File: config.mk
export PLATFORM = sky130hd
export DESIGN_NAME = n64_controller_responder_flat
export DESIGN_NICKNAME = d
export VERILOG_FILES = /design/src/rtl/n64_pkg.sv /design/src/rtl/n64_controller_responder_if.sv /design/src/rtl/n64_bit_encoder.sv /design/src/rtl/n64_controller_responder.sv /design/src/flat_wrapper.sv
export SDC_FILE = /design/constraint.sdc
export NUM_CORES = 1
export LEC_CHECK = 0
export ABC_AREA = 1
export BUFFER_PORTS_ARGS = -buffer_cell sky130_fd_sc_hd__clkbuf_2
export CORE_ASPECT_RATIO = 1.25
export CORE_MARGIN = 4
export CORE_UTILIZATION = 24
export DETAILED_ROUTE_END_ITERATION = 6
export SETUP_SLACK_MARGIN = 0.15
export SLEW_MARGIN = 20
export SYNTH_ARGS = -nofsm -noshare
export SYNTH_HDL_FRONTEND = slang
export SYNTH_HIERARCHICAL = 1
export SYNTH_SLANG_ARGS = --single-unit
File: constraint.sdc
create_clock -name clk -period 3.5 [get_ports clk]
set_clock_uncertainty 0.05 [all_clocks]
set_input_delay 0.35 -clock clk [delete_from_list [all_inputs] [get_ports clk]]
set_output_delay 0.35 -clock clk [all_outputs]
set_load 0.01 [all_outputs]
File: src/rtl/n64_pkg.sv
// Shared joybus definitions for the device-side responder and the host-side poller.
package n64_pkg;

  localparam logic [7:0] CMD_STATUS = 8'h00;
  localparam logic [7:0] CMD_POLL   = 8'h01;
  localparam logic [7:0] CMD_RESET  = 8'hFF;

  // Bit-cell phase lengths in microseconds: a '1' is short-low/long-high,
  // a '0' is long-low/short-high, and the stop bit is a 2 us low.
  localparam int PHASE_SHORT_US = 1;
  localparam int PHASE_STOP_US  = 2;
  localparam int PHASE_LONG_US  = 3;

  typedef enum logic [3:0] {
    IDLE,
    RX_LOW,
    RX_HIGH,
    RX_STOP,
    TURNAROUND,
    TX_LOW,
    TX_HIGH,
    TX_STOP,
    WAIT_RELEASE
  } n64_rsp_state_t;

  function automatic logic is_supported(input logic [7:0] code);
    return (code == CMD_STATUS) || (code == CMD_POLL) || (code == CMD_RESET);
  endfunction

endpackage

File: src/rtl/n64_controller_responder_if.sv
// Joybus line plus the command/response status signals of the responder.
interface n64_controller_responder_if;
  logic        line_in;
  logic        line_drive_low;
  logic [31:0] buttons;
  logic        cmd_valid;
  logic [7:0]  cmd_code;
  logic        cmd_error;
  logic        rsp_done;
  logic        busy;

  modport slave (
    input  line_in, buttons,
    output line_drive_low, cmd_valid, cmd_code, cmd_error, rsp_done, busy
  );

  modport master (
    output line_in, buttons,
    input  line_drive_low, cmd_valid, cmd_code, cmd_error, rsp_done, busy
  );
endinterface

File: src/rtl/n64_bit_encoder.sv
// Emits one joybus bit cell (or the 2 us stop pulse) per start pulse.
// done is asserted in the last cycle of the cell so a back-to-back start
// keeps the bit period exact.
module n64_bit_encoder
  import n64_pkg::*;
#(
  parameter int US_CYCLES = 50
) (
  input  logic clk,
  input  logic rst,
  input  logic start,
  input  logic bit_val,
  input  logic stop,
  output logic drive_low,
  output logic done
);

  localparam logic [15:0] SHORT_LEN = 16'(PHASE_SHORT_US * US_CYCLES);
  localparam logic [15:0] LONG_LEN  = 16'(PHASE_LONG_US * US_CYCLES);
  localparam logic [15:0] STOP_LEN  = 16'(PHASE_STOP_US * US_CYCLES);
  localparam logic [15:0] CELL_LEN  = SHORT_LEN + LONG_LEN;

  logic        active;
  logic [15:0] cnt;
  logic [15:0] low_len;
  logic [15:0] total_len;

  assign done = active && (cnt == total_len - 16'd1);

  // Cell timer: a start always wins so consecutive cells join seamlessly.
  always_ff @(posedge clk) begin
    if (rst) begin
      active    <= 1'b0;
      cnt       <= '0;
      low_len   <= '0;
      total_len <= '0;
      drive_low <= 1'b0;
    end else if (start) begin
      active    <= 1'b1;
      cnt       <= '0;
      drive_low <= 1'b1;
      low_len   <= stop ? STOP_LEN : (bit_val ? SHORT_LEN : LONG_LEN);
      total_len <= stop ? STOP_LEN : CELL_LEN;
    end else if (active) begin
      cnt <= cnt + 16'd1;
      if (cnt == low_len - 16'd1) drive_low <= 1'b0;
      if (done) active <= 1'b0;
    end
  end

endmodule

File: src/rtl/n64_controller_responder.sv
// Device end of the N64 joybus: decodes a host command byte and answers with
// the status word or the captured button word. The line is only ever pulled
// low; the tri-state is built outside from line_drive_low.
module n64_controller_responder
  import n64_pkg::*;
#(
  parameter int          US_CYCLES     = 50,
  parameter int          TURNAROUND_US = 2,
  parameter int          TIMEOUT_US    = 8,
  parameter logic [23:0] STATUS_WORD   = 24'h050000
) (
  input logic                         clk,
  input logic                         rst,
  n64_controller_responder_if.slave   bus
);

  // A low of width cnt+1 decodes as '1' when shorter than 2 us.
  localparam logic [15:0] ONE_LIMIT    = 16'(2 * US_CYCLES - 1);
  localparam logic [15:0] TIMEOUT_LAST = 16'(TIMEOUT_US * US_CYCLES - 1);
  localparam logic [15:0] TURN_LAST    = 16'(TURNAROUND_US * US_CYCLES - 1);

  logic sync1, sync2, sync_q;
  logic fall, rise;

  n64_rsp_state_t state, state_nxt;
  logic [15:0]    phase_cnt;

  logic [3:0]  rx_idx;
  logic [7:0]  rx_sr;
  logic [7:0]  cmd_code_q;
  logic [31:0] tx_sr;
  logic [5:0]  tx_left;
  logic        cmd_valid_q, cmd_error_q, rsp_done_q;

  logic enc_start, enc_bit, enc_stop, enc_drive_low, enc_done;
  logic rx_start, rx_shift, rx_bit, cmd_take;
  logic load_status, load_poll, tx_advance;
  logic valid_nxt, error_nxt, done_nxt;

  // Two-flop synchronizer plus one delay flop for edge detection; idle bus is high.
  always_ff @(posedge clk) begin
    // NOTE: sequential state uses <= so every flop samples pre-edge values.
    if (rst) begin
      sync1  <= 1'b1;
      sync2  <= 1'b1;
      sync_q <= 1'b1;
    end else begin
      sync1  <= bus.line_in;
      sync2  <= sync1;
      sync_q <= sync2;
    end
  end

  assign fall = sync_q & ~sync2;
  assign rise = ~sync_q & sync2;

  // State register and the shared saturating phase counter.
  always_ff @(posedge clk) begin
    if (rst) begin
      state     <= IDLE;
      phase_cnt <= '0;
    end else begin
      state <= state_nxt;
      if (state_nxt != state)       phase_cnt <= '0;
      else if (phase_cnt != 16'hFFFF) phase_cnt <= phase_cnt + 16'd1;
    end
  end

  // Next-state and control decode.
  always_comb begin
    // NOTE: every output gets a default first so no path can infer a latch.
    state_nxt   = state;
    enc_start   = 1'b0;
    enc_bit     = tx_sr[31];
    enc_stop    = 1'b0;
    rx_start    = 1'b0;
    rx_shift    = 1'b0;
    rx_bit      = (phase_cnt < ONE_LIMIT);
    cmd_take    = 1'b0;
    load_status = 1'b0;
    load_poll   = 1'b0;
    tx_advance  = 1'b0;
    valid_nxt   = 1'b0;
    error_nxt   = 1'b0;
    done_nxt    = 1'b0;
    case (state)
      IDLE: if (fall) begin
        rx_start  = 1'b1;
        state_nxt = RX_LOW;
      end
      RX_LOW: begin
        if (rise) begin
          rx_shift  = 1'b1;
          state_nxt = RX_HIGH;
        end else if (phase_cnt == TIMEOUT_LAST) begin
          error_nxt = 1'b1;
          state_nxt = WAIT_RELEASE;
        end
      end
      RX_HIGH: begin
        if (fall) begin
          state_nxt = (rx_idx == 4'd8) ? RX_STOP : RX_LOW;
        end else if (phase_cnt == TIMEOUT_LAST) begin
          error_nxt = 1'b1;
          state_nxt = IDLE;
        end
      end
      RX_STOP: begin
        if (rise) begin
          cmd_take = 1'b1;
          if (is_supported(rx_sr)) begin
            valid_nxt   = 1'b1;
            load_poll   = (rx_sr == CMD_POLL);
            load_status = (rx_sr != CMD_POLL);
            state_nxt   = TURNAROUND;
          end else begin
            error_nxt = 1'b1;
            state_nxt = IDLE;
          end
        end else if (phase_cnt == TIMEOUT_LAST) begin
          error_nxt = 1'b1;
          state_nxt = WAIT_RELEASE;
        end
      end
      TURNAROUND: if (phase_cnt == TURN_LAST) begin
        enc_start  = 1'b1;
        tx_advance = 1'b1;
        state_nxt  = TX_LOW;
      end
      TX_LOW, TX_HIGH: begin
        if (enc_done) begin
          enc_start = 1'b1;
          if (tx_left != 6'd0) begin
            tx_advance = 1'b1;
            state_nxt  = TX_LOW;
          end else begin
            enc_stop  = 1'b1;
            state_nxt = TX_STOP;
          end
        end else if (state == TX_LOW && !enc_drive_low) begin
          state_nxt = TX_HIGH;
        end
      end
      TX_STOP: if (enc_done) begin
        done_nxt  = 1'b1;
        state_nxt = IDLE;
      end
      WAIT_RELEASE: if (sync2) state_nxt = IDLE;
      default: state_nxt = IDLE;
    endcase
  end

  // Receive shifter, latched command, response payload and status strobes.
  always_ff @(posedge clk) begin
    if (rst) begin
      rx_idx      <= '0;
      rx_sr       <= '0;
      cmd_code_q  <= '0;
      tx_sr       <= '0;
      tx_left     <= '0;
      cmd_valid_q <= 1'b0;
      cmd_error_q <= 1'b0;
      rsp_done_q  <= 1'b0;
    end else begin
      cmd_valid_q <= valid_nxt;
      cmd_error_q <= error_nxt;
      rsp_done_q  <= done_nxt;
      if (rx_start) begin
        rx_idx <= '0;
      end else if (rx_shift) begin
        rx_idx <= rx_idx + 4'd1;
        rx_sr  <= {rx_sr[6:0], rx_bit};
      end
      if (cmd_take) cmd_code_q <= rx_sr;
      if (load_status) begin
        tx_sr   <= {STATUS_WORD, 8'h00};
        tx_left <= 6'd24;
      end else if (load_poll) begin
        tx_sr   <= bus.buttons;
        tx_left <= 6'd32;
      end else if (tx_advance) begin
        tx_sr   <= {tx_sr[30:0], 1'b0};
        tx_left <= tx_left - 6'd1;
      end
    end
  end

  n64_bit_encoder #(.US_CYCLES(US_CYCLES)) u_encoder (
    .clk       (clk),
    .rst       (rst),
    .start     (enc_start),
    .bit_val   (enc_bit),
    .stop      (enc_stop),
    .drive_low (enc_drive_low),
    .done      (enc_done)
  );

  assign bus.line_drive_low = enc_drive_low;
  assign bus.cmd_valid      = cmd_valid_q;
  assign bus.cmd_code       = cmd_code_q;
  assign bus.cmd_error      = cmd_error_q;
  assign bus.rsp_done       = rsp_done_q;
  assign bus.busy           = (state != IDLE);

endmodule

File: src/flat_wrapper.sv
// flat-port wrapper written by rule: the top's interface ports become plain ports
module n64_controller_responder_flat import n64_pkg::*;
#(
  parameter int          US_CYCLES     = 50,
  parameter int          TURNAROUND_US = 2,
  parameter int          TIMEOUT_US    = 8,
  parameter logic [23:0] STATUS_WORD   = 24'h050000
)
  (clk, rst, bus_line_in, bus_buttons, bus_line_drive_low, bus_cmd_valid, bus_cmd_code, bus_cmd_error, bus_rsp_done, bus_busy);
  n64_controller_responder_if bus_i ();
  input logic clk;
  input logic rst;
  input wire logic [$bits(bus_i.line_in)-1:0] bus_line_in;
  input wire logic [$bits(bus_i.buttons)-1:0] bus_buttons;
  output wire logic [$bits(bus_i.line_drive_low)-1:0] bus_line_drive_low;
  output wire logic [$bits(bus_i.cmd_valid)-1:0] bus_cmd_valid;
  output wire logic [$bits(bus_i.cmd_code)-1:0] bus_cmd_code;
  output wire logic [$bits(bus_i.cmd_error)-1:0] bus_cmd_error;
  output wire logic [$bits(bus_i.rsp_done)-1:0] bus_rsp_done;
  output wire logic [$bits(bus_i.busy)-1:0] bus_busy;
  assign bus_i.line_in = bus_line_in;
  assign bus_i.buttons = bus_buttons;
  assign bus_line_drive_low = bus_i.line_drive_low;
  assign bus_cmd_valid = bus_i.cmd_valid;
  assign bus_cmd_code = bus_i.cmd_code;
  assign bus_cmd_error = bus_i.cmd_error;
  assign bus_rsp_done = bus_i.rsp_done;
  assign bus_busy = bus_i.busy;
  n64_controller_responder #(.US_CYCLES(US_CYCLES), .TURNAROUND_US(TURNAROUND_US), .TIMEOUT_US(TIMEOUT_US), .STATUS_WORD(STATUS_WORD)) u_core (.clk(clk), .rst(rst), .bus(bus_i));
endmodule
==> out/metrics.csv <==
stage;metric;value;unit
status;status;finished clean;
detailed_routing;wire length per cell;12.0;µm
timing;setup TNS;0;ps
cts;Worst-path clk slew;80;ps
timing;Pins Over Slew Limit;0;
logic_synthesis;Ys Warns;6;
setup_path;critical path endpoint category;register;
global_routing;gr usage total;10.6;%
setup_path;CP required;3730;ps
cts;cts bufs inserted;9;
setup_path;WP data arrival;3200;ps
power_and_ir_drop;combinational share of power;3.3;%
run;Max Cap Viol;0;
timing;Final Cycle Share;84.8;%
logic_synthesis;number of synthesized flops with an enable pin;0;
final_layout;share of layout cells above drive strength 1;14.7;%
power_and_ir_drop;Int Power;1.82;mW
power_and_ir_drop;PwrDens;356;nW/µm²
detailed_routing;DR DRC count;0;
setup_path;Crit Reg-Reg Endpoint;u_core/phase_cnt[3];
logic_synthesis;top cells by area, synth;dfxtp_1, nand2_1, nand3_1, nor2_1, inv_1;
power_and_ir_drop;Clock Power Share;44.0;%
setup_path;Critical Path Most Common Cell;nand2_1;
cts;clk_lat worst skew;360;ps
setup_path;crit path cell chain;inv_1, ha_1, inv_1, nor2_1, nand2_1, nand2_1, o21ai_0, nor2_1, nand3_1, nor2_2, inv_1, nand3_1, nand2_1, nor2_1, nand3_1, nand2_1, nand3_4, nor3_1;
cts;Max Root-Sink Buffers;2;
logic_synthesis;ys async rst share;0;%
setup_path;R2R cell count;18;
setup_path;WP buf/inv;3;
global_routing;initial antenna violation count;0;
final_layout;nets;893;
cts;CTS tree;yes;
timing;fmax;337;MHz
logic_synthesis;Mapped Avg Cell Area;7.13;µm²
placement;Detailed Place HPWL;10200;µm
final_layout;Sequential Area;2160;µm²
logic_synthesis;biggest area consumer among synthesized cells;dfxtp_1;
detailed_routing;1st-iter DRT viols;270;
final_layout;design area;6590;µm²
setup_path;r2r startpoint;u_core/u_encoder/total_len[5];
placement;GPL Wtd Cong;0.862;
power_and_ir_drop;leakage;2.61;nW
cts;Sink Count;108;
timing;Final Hold Vio Count;0;
setup_path;CP Launch Type;register;
timing;worst-margin pin slew;975;ps
final_layout;fillers;2704;
hold_path;worst hold stages;2;
hold_path;HP Class;input pin to register;
placement;port bufs;47;
detailed_routing;DRT antenna net count;0;
setup_path;Slowest cell on crit path;dfxtp_1;
setup_path;critical path's top delay family;simple AND/OR/NAND/NOR gates;
hold_path;worst hold start;bus_line_in;
timing;Final setup viols;0;
timing;minimum clock period;2970;ps
global_routing;pin count of the biggest net entering global routing;66;
hold_path;hold path endpoint;u_core/sync1;
setup_path;CP max FO;16;
die;std cell rows;63;
cts;H-Tree Level Count;3;
logic_synthesis;mapped cell area;5800;µm²
final_layout;area grow syn2layout;13.5;%
placement;Area after DPL;6290;µm²
die;core area;23800;µm²
global_routing;vias in the first global route;4995;
logic_synthesis;sequential area share after synthesis;37.2;%
die;DIE HEIGHT;182;µm
detailed_routing;Vias;5276;
detailed_routing;DR pass1 iterations;4;
power_and_ir_drop;peak supply drop;0.201;mV
logic_synthesis;Synth top area share;37.2;%
setup_path;Crit Path Category;register to register;
logic_synthesis;Main synth FF type;dfxtp_1;
setup_path;Crit path largest cell delay;380;ps
power_and_ir_drop;Net Switching;0.527;mW
power_and_ir_drop;sw frac;22.5;%
timing;Rel. slew slack;34.9;%
die;Die X;147;µm
die;IO Pins;48;
detailed_routing;WL final;14100;µm
power_and_ir_drop;sequential power share;52.7;%
logic_synthesis;Mapped Nets;861;
global_routing;grt total ovfl;0;
die;die footprint;26800;µm²
die;initial core utilization;24.4;%
cts;clock root cell;clkbuf_16;
global_routing;global-route wire length before repair;23800;µm
final_layout;fin util;27.7;%
cts;Post CTS Setup Buffer Count;0;
logic_synthesis;Post-Synthesis Cells;814;
final_layout;area taken by multi-input logic gates;3180;µm²
final_layout;ANT cells;0;
logic_synthesis;FF+latch count, synth;108;
detailed_routing;Vias/cell;4.49;
timing;RSZ-0062 raised after global routing;no;
logic_synthesis;Synth cell types;48;
setup_path;Worst R2R Setup Slack;530;ps
[through the flow]
step / instances / hold slack (ps) / power [mW] / setup slack, ps
2_1_floorplan: 814 / 339 / 1.31 / 943
3_3_place_gp: 1160 / 351 / 1.34 / 495
3_5_place_dp: 1160 / 356 / 1.34 / 383
4_1_cts: 1175 / 120 / 2.39 / 360
5_1_grt: 1175 / 131 / 2.44 / 179
6_report: 1175 / 136 / 2.35 / 533
[Yosys cell counts, types with 2 or more instances]
master	n
nand2_1	175
buf_4	5
inv_2	8
buf_6	6
o21ai_0	26
o22ai_1	2
nand2_4	2
ha_1	12
nor3_1	22
buf_2	11
nor4_1	2
nor2_1	95
clkinv_1	2
a221oi_1	2
a31oi_1	32
nand3b_1	3
a21oi_1	45
o21a_1	3
dfxtp_1	108
or2_2	2
clkbuf_1	8
nor2_4	7
xnor2_1	6
nor2_2	8
nand4_1	6
nor3_2	13
xor2_1	12
inv_1	62
nand3_2	5
o211ai_1	2
nand2_2	7
a211oi_1	3
nand3_1	97
[layout make-up]
type	instances	area share, %
clock buffers	10	3.47
repair buffers	52	4.14
flip-flops and latches	108	32.8
inverters	73	4.20
multi-input cells	602	48.3
well taps	325	6.17
clock inverters	5	0.930
[power by group through the flow]
stage / registers (mW) / logic, mW / clock network (mW)
after CTS: 1.24 / 0.0780 / 1.08
after floorplan: 1.27 / 0.0473 / 0
after global routing: 1.24 / 0.0882 / 1.11
after global placement: 1.27 / 0.0770 / 0
final: 1.24 / 0.0770 / 1.03
after detailed placement: 1.27 / 0.0776 / 0
[kinds of logic (layout without fill, tap and decap cells)]
logic type	count (synthesis)	in the layout	share of synthesized area, %
AND/OR/NAND/NOR	450	450	37.2
AO/OA/AOI/OAI	121	121	12.0
flip-flops	108	108	37.2
buffers and inverters	104	140	8.11
XOR/XNOR	18	18	2.72
adder cells (fa/ha/maj)	12	12	2.59
multiplexers	1	1	0.172
[repair_timing]
| item | 4_1_cts | 5_1_grt |
|---|---|---|
| gates resized for setup | 0 | 2 |
| hold buffers | 0 | 0 |
| endpoints found under the setup margin | 0 | 20 |
[per-layer routing]
| layer | wire [µm] | global-route usage (%) | vias up | share of wire, % |
|---|---|---|---|---|
| met2 | 7190 | 18.8 | 57 | 51 |
| met3 | 382 | 2.22 | 14 | 2.7 |
| met5 | 0 | 0 | - | 0 |
| met1 | 6260 | 12.8 | 2430 | 45 |
| met4 | 222 | 3.36 | 0 | 1.6 |
| li1 | - | - | 2775 | - |
[cell usage in the layout, fill, tap and decap left out, types with 3 or more instances in the layout]
cell type  count
nor2_1        94
nor3_1        22
a211oi_1       3
nand3_1       97
nand2_1      175
ha_1          12
inv_1         62
nand2_2        7
o21ai_0       26
a21oi_1       45
nand3_2        4
nor2_4         7
clkbuf_2      47
nand3b_1       3
o21a_1         3
nor2_2         9
xor2_1        12
a31oi_1       32
inv_2          8
xnor2_1        6
buf_4          5
clkbuf_16      9
dfxtp_1      108
nor3_2        13
nand4_1        6
[registers in the layout, indices dropped and copies added, names as in the netlist, 3 cells and up]
signal                      cells
u_core/tx_sr                   32
u_core/u_encoder/cnt           16
u_core/u_encoder/low_len        3
u_core/rx_sr                    8
u_core/u_encoder/total_len      3
u_core/state                    4
u_core/phase_cnt               16
u_core/rx_idx                   4
u_core/bus.cmd_code             8
u_core/tx_left                  6
[how the worst max path moves through the flow]
stage                                        startpoint                   end  slack [ps]  cells past startpoint
after global routing      u_core/u_encoder/total_len[5]   u_core/phase_cnt[5]         180                     18
after detailed placement  u_core/u_encoder/total_len[5]   u_core/phase_cnt[4]         380                     18
after CTS                 u_core/u_encoder/total_len[5]   u_core/phase_cnt[1]         360                     18
after floorplan           u_core/u_encoder/total_len[3]  u_core/phase_cnt[14]         940                     18
after global placement    u_core/u_encoder/total_len[5]   u_core/phase_cnt[1]         500                     18
final                     u_core/u_encoder/total_len[5]   u_core/phase_cnt[3]         530                     18
Note: power is estimated with default switching activity, not from simulation.
